===== src/rtl/spi_pkg.sv =====
// spi_pkg: frame-width encodings and the data mask shared by the SPI transmit and receive paths.
package spi_pkg;
   localparam logic [1:0] DF_8B  = 2'b00;
   localparam logic [1:0] DF_16B = 2'b01;
   localparam logic [1:0] DF_32B = 2'b10;

   function automatic logic [31:0] df_mask(input logic [1:0] df);
      return (df == DF_8B) ? 32'h0000_00ff : (df == DF_16B) ? 32'h0000_ffff : 32'hffff_ffff;
   endfunction
endpackage


===== src/rtl/spi_tx_fifo_mem.sv =====
// spi_tx_fifo_mem: word storage with a synchronous write port and an asynchronous read port.
module spi_tx_fifo_mem #(
   parameter int DEPTH = 4,
   parameter int AW    = 2
) (
   input  logic          sclk_tx,
   input  logic          we,
   input  logic [AW-1:0] waddr,
   input  logic [31:0]   wdata,
   input  logic [AW-1:0] raddr,
   output logic [31:0]   rdata
);
   logic [31:0] mem [DEPTH];

   always_ff @(posedge sclk_tx)
      if (we) mem[waddr] <= wdata;

   assign rdata = mem[raddr];
endmodule


===== src/rtl/spi_tx_fifo.sv =====
// spi_tx_fifo: show-ahead transmit FIFO feeding the SPI shifter; define SPI_TX_FIFO_UDR_EN to enable underrun detection.
module spi_tx_fifo
   import spi_pkg::*;
#(
   parameter int DEPTH   = 4,
   parameter int TXE_THR = 1
) (
   input  logic                     sclk_tx,
   input  logic                     spi_tx_rst,
   input  logic                     wr_en,
   input  logic [31:0]              wr_data,
   input  logic [1:0]               df,
   input  logic                     rxonly,
   input  logic                     flush,
   input  logic                     tx_start,
   input  logic                     ovr_clr,
   input  logic                     udr_clr,
   output logic [31:0]              spi_tx_data,
   output logic                     txe,
   output logic                     tx_full,
   output logic [$clog2(DEPTH):0]   tx_level,
   output logic                     ovr,
   output logic                     udr
);
   localparam int AW = $clog2(DEPTH);
   localparam int LW = AW + 1;

   logic [AW-1:0] wr_ptr, rd_ptr;
   logic [LW-1:0] lvl_d;
   logic [31:0]   head;
   logic          empty, pop, push, ovr_set, udr_set;

   assign empty   = (tx_level == '0);
   assign pop     = tx_start & ~rxonly & ~empty;
   assign push    = wr_en & (~tx_full | pop);
   assign ovr_set = wr_en & tx_full & ~pop;
   assign udr_set = tx_start & ~rxonly & empty;
   assign lvl_d   = flush ? '0 : tx_level + LW'(push) - LW'(pop);

   spi_tx_fifo_mem #(.DEPTH(DEPTH), .AW(AW)) u_mem (
      .sclk_tx (sclk_tx),
      .we      (push & ~flush),
      .waddr   (wr_ptr),
      .wdata   (wr_data),
      .raddr   (rd_ptr),
      .rdata   (head)
   );

   assign spi_tx_data = empty ? '0 : head & df_mask(df);

   always_ff @(posedge sclk_tx) begin
      if (spi_tx_rst) begin
         wr_ptr   <= '0;
         rd_ptr   <= '0;
         tx_level <= '0;
         tx_full  <= 1'b0;
         txe      <= 1'b1;
         ovr      <= 1'b0;
      end else begin
         wr_ptr   <= flush ? '0 : wr_ptr + AW'(push);
         rd_ptr   <= flush ? '0 : rd_ptr + AW'(pop);
         tx_level <= lvl_d;
         tx_full  <= (lvl_d == LW'(DEPTH));
         txe      <= (lvl_d <= LW'(TXE_THR));
         ovr      <= ovr_set | (ovr & ~ovr_clr);
      end
   end

`ifdef SPI_TX_FIFO_UDR_EN
   always_ff @(posedge sclk_tx)
      udr <= spi_tx_rst ? 1'b0 : udr_set | (udr & ~udr_clr);
`else
   logic unused_udr;
   assign unused_udr = udr_clr | udr_set;
   assign udr        = 1'b0;
`endif
endmodule


===== config.mk =====
export PLATFORM = sky130hd
export DESIGN_NAME = spi_tx_fifo
export DESIGN_NICKNAME = d
export VERILOG_FILES = /design/src/rtl/spi_pkg.sv /design/src/rtl/spi_tx_fifo_mem.sv /design/src/rtl/spi_tx_fifo.sv
export SDC_FILE = /design/constraint.sdc
export NUM_CORES = 1
export LEC_CHECK = 0
export BUFFER_PORTS_ARGS = -buffer_cell sky130_fd_sc_hd__clkbuf_2
export CORE_ASPECT_RATIO = 0.75
export CORE_MARGIN = 3
export CORE_UTILIZATION = 30
export CTS_CLUSTER_SIZE = 24
export DETAILED_ROUTE_END_ITERATION = 8
export HOLD_SLACK_MARGIN = 0.08
export PLACE_DENSITY = 0.43
export SYNTH_ARGS = -nofsm -noshare
export SYNTH_HDL_FRONTEND = slang
export SYNTH_SLANG_ARGS = --single-unit

===== constraint.sdc =====
create_clock -name sclk_tx -period 9.45 [get_ports sclk_tx]
set_input_delay 0.945 -clock sclk_tx [delete_from_list [all_inputs] [get_ports sclk_tx]]
set_output_delay 0.945 -clock sclk_tx [all_outputs]
set_load 0.01 [all_outputs]

==> results of run 1 <==
through the flow:
step / power [uW] / hold slack (ns)
2_1_floorplan: 727.5 / 0.4984
3_3_place_gp: 759.2 / 0.4707
3_5_place_dp: 760.7 / 0.4739
4_1_cts: 1372 / 0.4829
5_1_grt: 1409 / 0.5148
6_report: 1351 / 0.4744
cells by family (layout without fill, tap and decap cells):
family,count (synthesis),in the layout,share of synthesized area
buffers and inverters,15,120,0.01757
multiplexers,32,32,0.1349
flip-flops,138,138,0.7571
AO/OA/AOI/OAI,4,4,0.005388
adder cells (fa/ha/maj),5,5,0.01312
AND/OR/NAND/NOR,56,56,0.06371
other,1,1,0.0007021
XOR/XNOR,3,3,0.007496
registers in the layout (all words and copies together), names as in the netlist:
signal and flops:
ovr 1, txe 1, tx_full 1, tx_level 3, u_mem.mem 128, wr_ptr 2
rd_ptr 2
power by group through the flow:
stage | Combinational (uW) | Clock [uW] | Sequential (uW)
2_1_floorplan | 31.8 | 0 | 696
3_3_place_gp | 64.0 | 0 | 695
3_5_place_dp | 64.9 | 0 | 696
4_1_cts | 65.1 | 624 | 683
5_1_grt | 70.4 | 655 | 683
6_report | 62.5 | 606 | 683
cell usage after synthesis, drive strengths merged (2+ instances only):
cell	n	share of area
and2	4	0.0047
buf	8	0.013
clkbuf	4	0.0028
dfxtp	10	0.037
edfxtp	128	0.72
ha	4	0.0094
inv	3	0.0021
mux4	32	0.13
nand2	2	0.0014
nand2b	5	0.0059
nor2	3	0.0021
nor2b	32	0.037
nor3	6	0.0066
nor4	2	0.0023
nor4b	2	0.0033
xnor2	2	0.0033
layer usage:
| metal | share of wire | global-route usage | wire (um) | vias up |
|---|---|---|---|---|
| li1 | - | - | - | 1195 |
| met1 | 0.47 | 0.1558 | 5024 | 1358 |
| met2 | 0.47 | 0.1825 | 5030 | 74 |
| met3 | 0.056 | 0.04079 | 604 | 9 |
| met4 | 0.0096 | 0.04553 | 103 | 0 |
| met5 | 0 | 0 | 0 | - |
critical path: stages (launching register included):
cell	delay (ns)
dfxtp_2	0.67
buf_4	0.48
mux4_2	0.57
nor2b_1	0.16
clkbuf_2	0.18
layout make-up:
cell class,instances,area [um2],area share
clock buffers,17,425.4,0.06465
clock inverters,14,123.9,0.01882
inverters,3,11.26,0.001711
multi-input cells,101,1227,0.1865
flip-flops and latches,138,4046,0.6149
well taps,236,295.3,0.04488
repair buffers,86,450.4,0.06845
final timing paths:
path,start,end,slack [ns],depth (start not counted)
hold reg to reg,ovr,ovr,0.47,2
setup / recovery,rd_ptr[0],spi_tx_data[21],6.03,4
hold / removal,ovr,ovr,0.47,2
setup reg to reg,tx_level[1],txe,6.97,12
==> metrics, run 1 <==
H-tree levels 4; total nets after synthesis 301; Nets 394; HPWL after DPL 6609 um; Antenna Nets Post-Route 0; DRT iter0 DRCs 156; global-route wire length before repair 16750 um; Resize count post-CTS 0; CP Max Fanout 19; register bit total from synthesis 138; Leak Pwr 0.002221 uW; sw frac 0.2102; RSZ-0062 raised after global routing no; Arr. time, crit path 2.48 ns; die area 19460 um2; grt total ovfl 0; antenna violations before repair 0; sequential share of the synthesized area 0.7571; min-delay worst type flip-flop to flip-flop; Tcrit/Tclk final 0.3622; clk slew on worst S/H paths 0.06 ns; row cnt 41; Die Wd 160.1 um; Placer Congestion 0.6705; Initial Util 0.3117; asr flop ratio synth 0; TNS Setup 0 ns; Cell Area, Synth 5341 um2; via count of the first global-routing pass 2902; most common cell after layout, fill and taps aside edfxtp_1; # fillers 1628; Layout Utilization 0.3840; Residual DRC 0; Netlist cell types 26; Critical Path Source Type flip-flop; WP data required 8.51 ns; Synth Flop Type edfxtp_1; diode count 0; setup ws final 6.027 ns; final setup fails 0; Total GRT Usage 0.1183; CP Capture Type output port; Int Pwr 1067 uW; max_cap viols 0; Syn Area/Cell 21.03 um2; sw power 284.1 uW; Non-Filler Instances 595; cts bufs inserted 17; drt wl/cell 18.09 um; routed wire length 10760 um; pre-CTS WS 6.244 ns; Syn Inst Count 254; VDD IR-drop max 0.1199 mV; status finished clean; mean number of vias per cell 4.430; Die Y 121.6 um; Clk Latency, worst-skew pair 0.41 ns; combinational power share 0.046; CTS tree built; relative slew slack 0.3443; kind of critical path flip-flop to output port; skew final 0.01235 ns; CTS Buffer Depth 2; First-pass DRT Iterations 4; CTS root buffer clkbuf_16; Final Instance Area 6580 um2; Period minus WS final 3.423 ns; post-cts hold buffer count 0; placed cells 564; clock sink count 138; Area Growth Syn to Fin 23.19%; Worst Tran Pin Value 0.9836 ns; Core Region 17130 um2; share of cells above drive strength 1 0.4318; commonest non-fill, non-tap cells in the layout edfxtp_1, clkbuf_2, mux4_2, nor2b_1, clkbuf_16; final-report hold violation count 0; FMAX 292.2 MHz; Ys Warns 0; I/O Buffers 78; clock power share 0.449; # IOs 81; Post-DP Area 6031 um2; Slew Viols, Final 0; Post-synth EDFFs 128; # Post-CTS Setup Buffers 0; largest net degree at the start of global routing 34; part of the power in registers 0.505; PwrDens 205.4 nW/um2; total number of vias 2636
Power figures use the tool's default switching activity.
==> run 2: changes to the inputs <==
==> constraint.sdc (replaced) <==
create_clock -name sclk_tx -period 3.2 [get_ports sclk_tx]
set_input_delay 0.32 -clock sclk_tx [delete_from_list [all_inputs] [get_ports sclk_tx]]
set_output_delay 0.32 -clock sclk_tx [all_outputs]
set_load 0.01 [all_outputs]
==> run 2 against run 1 <==
- highest routed layer unchanged
- final cell count is 1.0% higher
- count of clock-buffer cells in the layout stayed put
- total power rose to 3.2 times the previous value
- die area is the same
- combinational power rose to 3.0 times the previous value
- routed wire length up 0.43%
==> metrics, run 2 (synthesized netlist as in run 1, its figures left out) <==
status finished clean; WP data required 2.88 ns (-5.63 ns); worst r2r dst txe; post-cts hold buffer count 0 (unchanged); row cnt 41 (unchanged); Clk Latency, worst-skew pair 0.41 ns (about the same); Tcrit/Tclk final 0.7805; most common cell after layout, fill and taps aside edfxtp_1; global route hottest layer met2; Largest Register u_mem.mem; Die Wd 160.1 um (unchanged); Hold EP ovr; M2 GR Usage 0.1769 (-0.005579); final setup fails 0 (unchanged); # IOs 81 (unchanged); HPWL after DPL 6914 um (+4.6%); antenna violations before repair 0 (unchanged); FF/Latch Area 4046 um2 (unchanged); CTS Buffer Depth 2 (unchanged); cts bufs inserted 17 (unchanged); drt wl/cell 17.98 um (-0.58%); Placer Congestion 0.6841 (+2.0%); total number of vias 2640 (+0.15%); CTS tree built; Leak Pwr 0.002284 uW (+2.8%); Multi-input gate area 1227 um2 (unchanged); global-route wire length before repair 16590 um (-0.95%); # Post-CTS Setup Buffers 0 (unchanged); max_cap viols 0 (unchanged); CP Capture Type output port; routed wire length 10810 um (+0.43%); via count of the first global-routing pass 2856 (-1.6%); Critical Path Source Type flip-flop; final-report hold violation count 0 (unchanged); relative slew slack 0.4092 (+0.06493); kind of critical path flip-flop to output port; Initial Util 0.3117 (unchanged); Reg2Reg Setup Slack 0.89 ns (-6.08 ns); commonest non-fill, non-tap cells in the layout edfxtp_1, clkbuf_2, mux4_2, nor2b_1, clkbuf_16; Non-Filler Instances 601 (+1.0%); skew final 0.006864 ns (-0.005490 ns); CTS root buffer clkbuf_16; mean number of vias per cell 4.393 (-0.85%); Die Y 121.6 um (unchanged); min-delay worst type input pin to flip-flop; clk slew on worst S/H paths 0.06 ns (about the same); die area 19460 um2 (unchanged); Total GRT Usage 0.1172 (-0.001127); Antenna Nets Post-Route 0 (unchanged); Nets 398 (+1.0%); Top Registers u_mem.mem x128, tx_level x3; largest net degree at the start of global routing 25 (-26%); met1 global-route usage 0.1585 (+0.002651); VDD IR-drop max 0.3708 mV (+210%); FMAX 400.4 MHz; share of cells above drive strength 1 0.4313 (-0.0004362); Core Region 17130 um2 (unchanged); PwrDens 638.0 nW/um2 (+210%); Layout Utilization 0.3913 (+0.007302); DRT iter0 DRCs 116 (-26%); clock sink count 138 (unchanged); grt total ovfl 0 (unchanged); Residual DRC 0 (unchanged); Slew Viols, Final 0 (unchanged); H-tree levels 4 (unchanged); worst r2r src tx_level[1]; placed cells 568 (+0.71%); startpoint of the worst hold path ovr_clr; I/O Buffers 78 (unchanged); Arr. time, crit path 2.18 ns (-0.30 ns); Area Growth Syn to Fin 25.53%; max reg flops 128 (unchanged); Worst Tran Pin Value 0.8844 ns (-0.09922 ns); CP Max Fanout 24 (+5); # fillers 1617 (-0.68%); First-pass DRT Iterations 4 (unchanged); Register-to-Register Path Depth 11 (-1); Period minus WS final 2.498 ns; RSZ-0062 raised after global routing no; GR Util met3 0.03875 (-0.002039); hold path cells 2 (unchanged); Resize count post-CTS 0 (unchanged)
## run 2: cell types whose count changed in the layout (fill, tap and decap cells not counted), sizes merged
| cell | before | now |
|---|---|---|
| buf | 8 | 12 |
| diode | 0 | 1 |
| bufinv | 1 | 5 |
| clkinvlp | 3 | 2 |
| inv | 6 | 4 |
## run 2: worst max path at each step
stage / end / slack (ns) / startpoint / cells past startpoint
after floorplan: u_mem.mem[1][0] / -1.47 / tx_level[1] / 3
after global placement: txe / 0.86 / rxonly / 12
after detailed placement: txe / 0.85 / rxonly / 12
after CTS: spi_tx_data[12] / 0.63 / rd_ptr[0] / 4
after global routing: spi_tx_data[12] / 0.56 / rd_ptr[0] / 4
final: spi_tx_data[12] / 0.70 / rd_ptr[0] / 4
## run 2: where the power goes
group / total (uW) / switching [uW] / internal (uW)
registers: 2020 / 10.5 / 2010
clock network: 2070 / 705 / 1370
logic: 188 / 105 / 82.9
total: 4280 / 821 / 3460
## run 2: routing by layer
metal / wire (um) / vias up
li1: - / 1215
met1: 5156 / 1337
met2: 4903 / 74
met3: 588 / 14
met4: 160 / 0
met5: 0 / -
## run 2: final cells by class
cell class	instances	share of cell area
multi-input combinational	101	0.1831
clock inverter	15	0.03042
clock buffer	17	0.06344
timing repair buffer	90	0.07352
sequential	138	0.6035
tap	236	0.04404
antenna	1	0.0003732
inverter	3	0.001679
## run 2: stage by stage
stage	hold slack [ns]	instance area (um2)	setup slack, ns	TNS [ns]	total power, uW
final	0.1172	6705	0.7025	0	4278
after global routing	0.1003	6703	0.5609	0	4430
after CTS	0.09613	6703	0.6340	0	4338
after detailed placement	0.4747	6073	0.8484	0	2247
after global placement	0.4711	6073	0.8564	0	2244
after floorplan	0.3960	5341	-1.467	-139.66	2148
## run 2: critical path: stages, from the launching register on
cell	delay, ns
dfxtp_2	0.59
buf_12	0.29
mux4_2	0.54
nor2b_1	0.16
clkbuf_2	0.18
==> run 3: changes to the inputs <==
--- a/config.mk
+++ b/config.mk
@@ -5,6 +5,7 @@
 export SDC_FILE = /design/constraint.sdc
 export NUM_CORES = 1
 export LEC_CHECK = 0
+export ABC_AREA = 1
 export BUFFER_PORTS_ARGS = -buffer_cell sky130_fd_sc_hd__clkbuf_2
 export CORE_ASPECT_RATIO = 0.75
 export CORE_MARGIN = 3
==> constraint.sdc (replaced) <==
create_clock -name sclk_tx -period 2.6 [get_ports sclk_tx]
set_input_delay 0.26 -clock sclk_tx [delete_from_list [all_inputs] [get_ports sclk_tx]]
set_output_delay 0.26 -clock sclk_tx [all_outputs]
set_load 0.01 [all_outputs]
==> run 3 against run 2 <==
- clock power grew 25%
- register-to-register slack lost 0.57 ns
- final cell count grew 37%
- critical path depth grew 8
- non-clock buffer count grew 34
- sequential share of layout area shrank 3.6 points
- highest routed layer unchanged
==> metrics, run 3 <==
register bit total from synthesis 138 (unchanged); Syn Inst Count 450 (+77%); status finished clean; Nets 618 (+55%); Largest Register u_mem.mem; Critical Path Source Type flip-flop; CP Max Fanout 5 (-79%); most frequent cell after synthesis nor2_1; total number of vias 3601 (+36%); final setup fails 0 (unchanged); PwrDens 749.1 nW/um2 (+17%); row cnt 42 (+2.4%); Total GRT Usage 0.1372 (+0.02005); Cell Area, Synth 5470 um2 (+2.4%); pre-CTS WS 0.3308 ns (-0.5177 ns); Placer Congestion 0.7335 (+7.2%); setup ws final 0.3237 ns (-0.3788 ns); grt total ovfl 0 (unchanged); clk slew on worst S/H paths 0.06 ns (about the same); max reg flops 128 (unchanged); global-route wire length before repair 20150 um (+22%); top cell type's share of synthesized area 0.7027 (-0.01695); diode count 0 (-1); Area Growth Syn to Fin 30.33%; antenna violations before repair 0 (unchanged); most common cell after layout, fill and taps aside nor2_1; drt wl/cell 15.76 um (-12%); largest net degree at the start of global routing 66 (+160%); Slew Viols, Final 0 (unchanged); CTS tree built; DRT iter0 DRCs 264 (+130%); routed wire length 13010 um (+20%); Antenna Nets Post-Route 0 (unchanged); # Post-CTS Setup Buffers 0 (unchanged); Ys Warns 0 (unchanged); post-cts hold buffer count 32 (+32); Residual DRC 0 (unchanged); CP Capture Type flip-flop; Synth Flop Type edfxtp_1; H-tree levels 4 (unchanged); Initial Util 0.3080 (-0.003768); Period minus WS final 2.276 ns; Synth area leaders edfxtp_1, nor2_1, o21ai_0, dfxtp_1, a21oi_1; share of cells above drive strength 1 0.2175 (-0.2139); Core Region 17760 um2 (+3.7%); WP data required 2.93 ns (+0.05 ns); Netlist cell types 20 (-23%); Resize count post-CTS 0 (unchanged); Clk Latency, worst-skew pair 0.41 ns (about the same); Die Wd 161.9 um (+1.2%); Die Y 122.9 um (+1.1%); First-pass DRT Iterations 4 (unchanged); Worst Tran Pin Value 0.7932 ns (-0.09124 ns); Synth top cells by count nor2_1, edfxtp_1, o21ai_0; via count of the first global-routing pass 3511 (+23%); Arr. time, crit path 2.61 ns (+0.43 ns); skew final 0.007655 ns (+0.0007907 ns); CTS root buffer clkbuf_16; # IOs 81 (unchanged); Top Registers u_mem.mem x128, tx_level x3; VDD IR-drop max 0.3532 mV (-4.7%); FMAX 439.3 MHz; min-delay worst type input pin to flip-flop; Tcrit/Tclk final 0.8755; sequential share of the synthesized area 0.7392 (-0.01784); asr flop ratio synth 0 (unchanged); kind of critical path flip-flop to flip-flop; worst hold margin 0.09957 ns (-0.01763 ns); Syn Area/Cell 12.16 um2 (-42%); TNS Setup 0 ns (unchanged); final-report hold violation count 0 (unchanged); cts bufs inserted 17 (unchanged); max_cap viols 0 (unchanged); Synth area leader edfxtp_1; HPWL after DPL 7425 um (+7.4%); total nets after synthesis 497 (+65%); RSZ-0062 raised after global routing no; Post-synth EDFFs 128 (unchanged); relative slew slack 0.4677 (+0.05849); commonest non-fill, non-tap cells in the layout nor2_1, edfxtp_1, clkbuf_2; Leak Pwr 0.002668 uW (+17%); mean number of vias per cell 4.360 (-0.75%); clock sink count 138 (unchanged); die area 19910 um2 (+2.3%); I/O Buffers 78 (unchanged); CTS Buffer Depth 2 (unchanged)
[run 3: cell count changes after synthesis, sizes merged, moves of 8 or more]
cell,delta
o21ai,+64
nor2,+141
nand2,+15
a21oi,+34
buf,+8
nor2b,-32
inv,+17
mux4,-32
[run 3: final timing paths]
kind / from / end / slack, ns / depth (start not counted)
worst min register to register: ovr / ovr / 0.46 / 2
worst max register to register: tx_level[1] / tx_full / 0.32 / 12
worst max-delay path: tx_level[1] / tx_full / 0.32 / 12
worst min-delay path: wr_data[18] / u_mem.mem[2][18] / 0.1 / 1
[run 3: area by class of cell]
type	instances	area [um2]
clock buffers	19	432.9
repair buffers	124	840.8
flip-flops and latches	138	4046
clock inverters	13	200.2
well taps	242	302.8
multi-input cells	270	1231
inverters	20	75.07
fillers	1701	10630
[run 3: cells by family after synthesis]
logic type	synth area share
AND/OR/NAND/NOR	0.1123
flip-flops	0.7393
AO/OA/AOI/OAI	0.09058
buffers and inverters	0.04117
adder cells (fa/ha/maj)	0.01281
XOR/XNOR	0.003203
other	0.0006855
[run 3: metal layers]
| metal | share of wire | vias up | global-route usage | routed length (um) |
|---|---|---|---|---|
| li1 | - | 1800 | - | - |
| met1 | 0.47 | 1717 | 0.1778 | 6143 |
| met2 | 0.48 | 79 | 0.2261 | 6245 |
| met3 | 0.041 | 5 | 0.03818 | 537 |
| met4 | 0.0067 | 0 | 0.04369 | 87 |
| met5 | 0 | - | 0 | 0 |
[run 3: critical path, cell delays in order, from the launching register on]
cell	delay, ns
dfxtp_1	0.43
nor2_1	0.08
nand2_1	0.15
nand2_1	0.14
nand2_1	0.10
nand2_1	0.07
ha_1	0.28
inv_1	0.06
ha_1	0.13
inv_1	0.04
fa_1	0.50
a21oi_1	0.07
nor3_1	0.16
[run 3: metrics by stage]
stage	power [uW]	util	instance area, um2	std cells
6_report	5341	0.4014	7129	826
2_1_floorplan	2640	-	5470	450
5_1_grt	5554	0.4014	7129	826
3_3_place_gp	2763	0.3477	6176	762
4_1_cts	5406	0.4014	7129	826
3_5_place_dp	2766	0.3477	6176	762
[run 3: report_power, final]
group	total, uW	switching (uW)	internal, uW
Clock	2590	894	1690
Sequential	2480	11.0	2470
Combinational	273	163	110
Total	5340	1070	4270
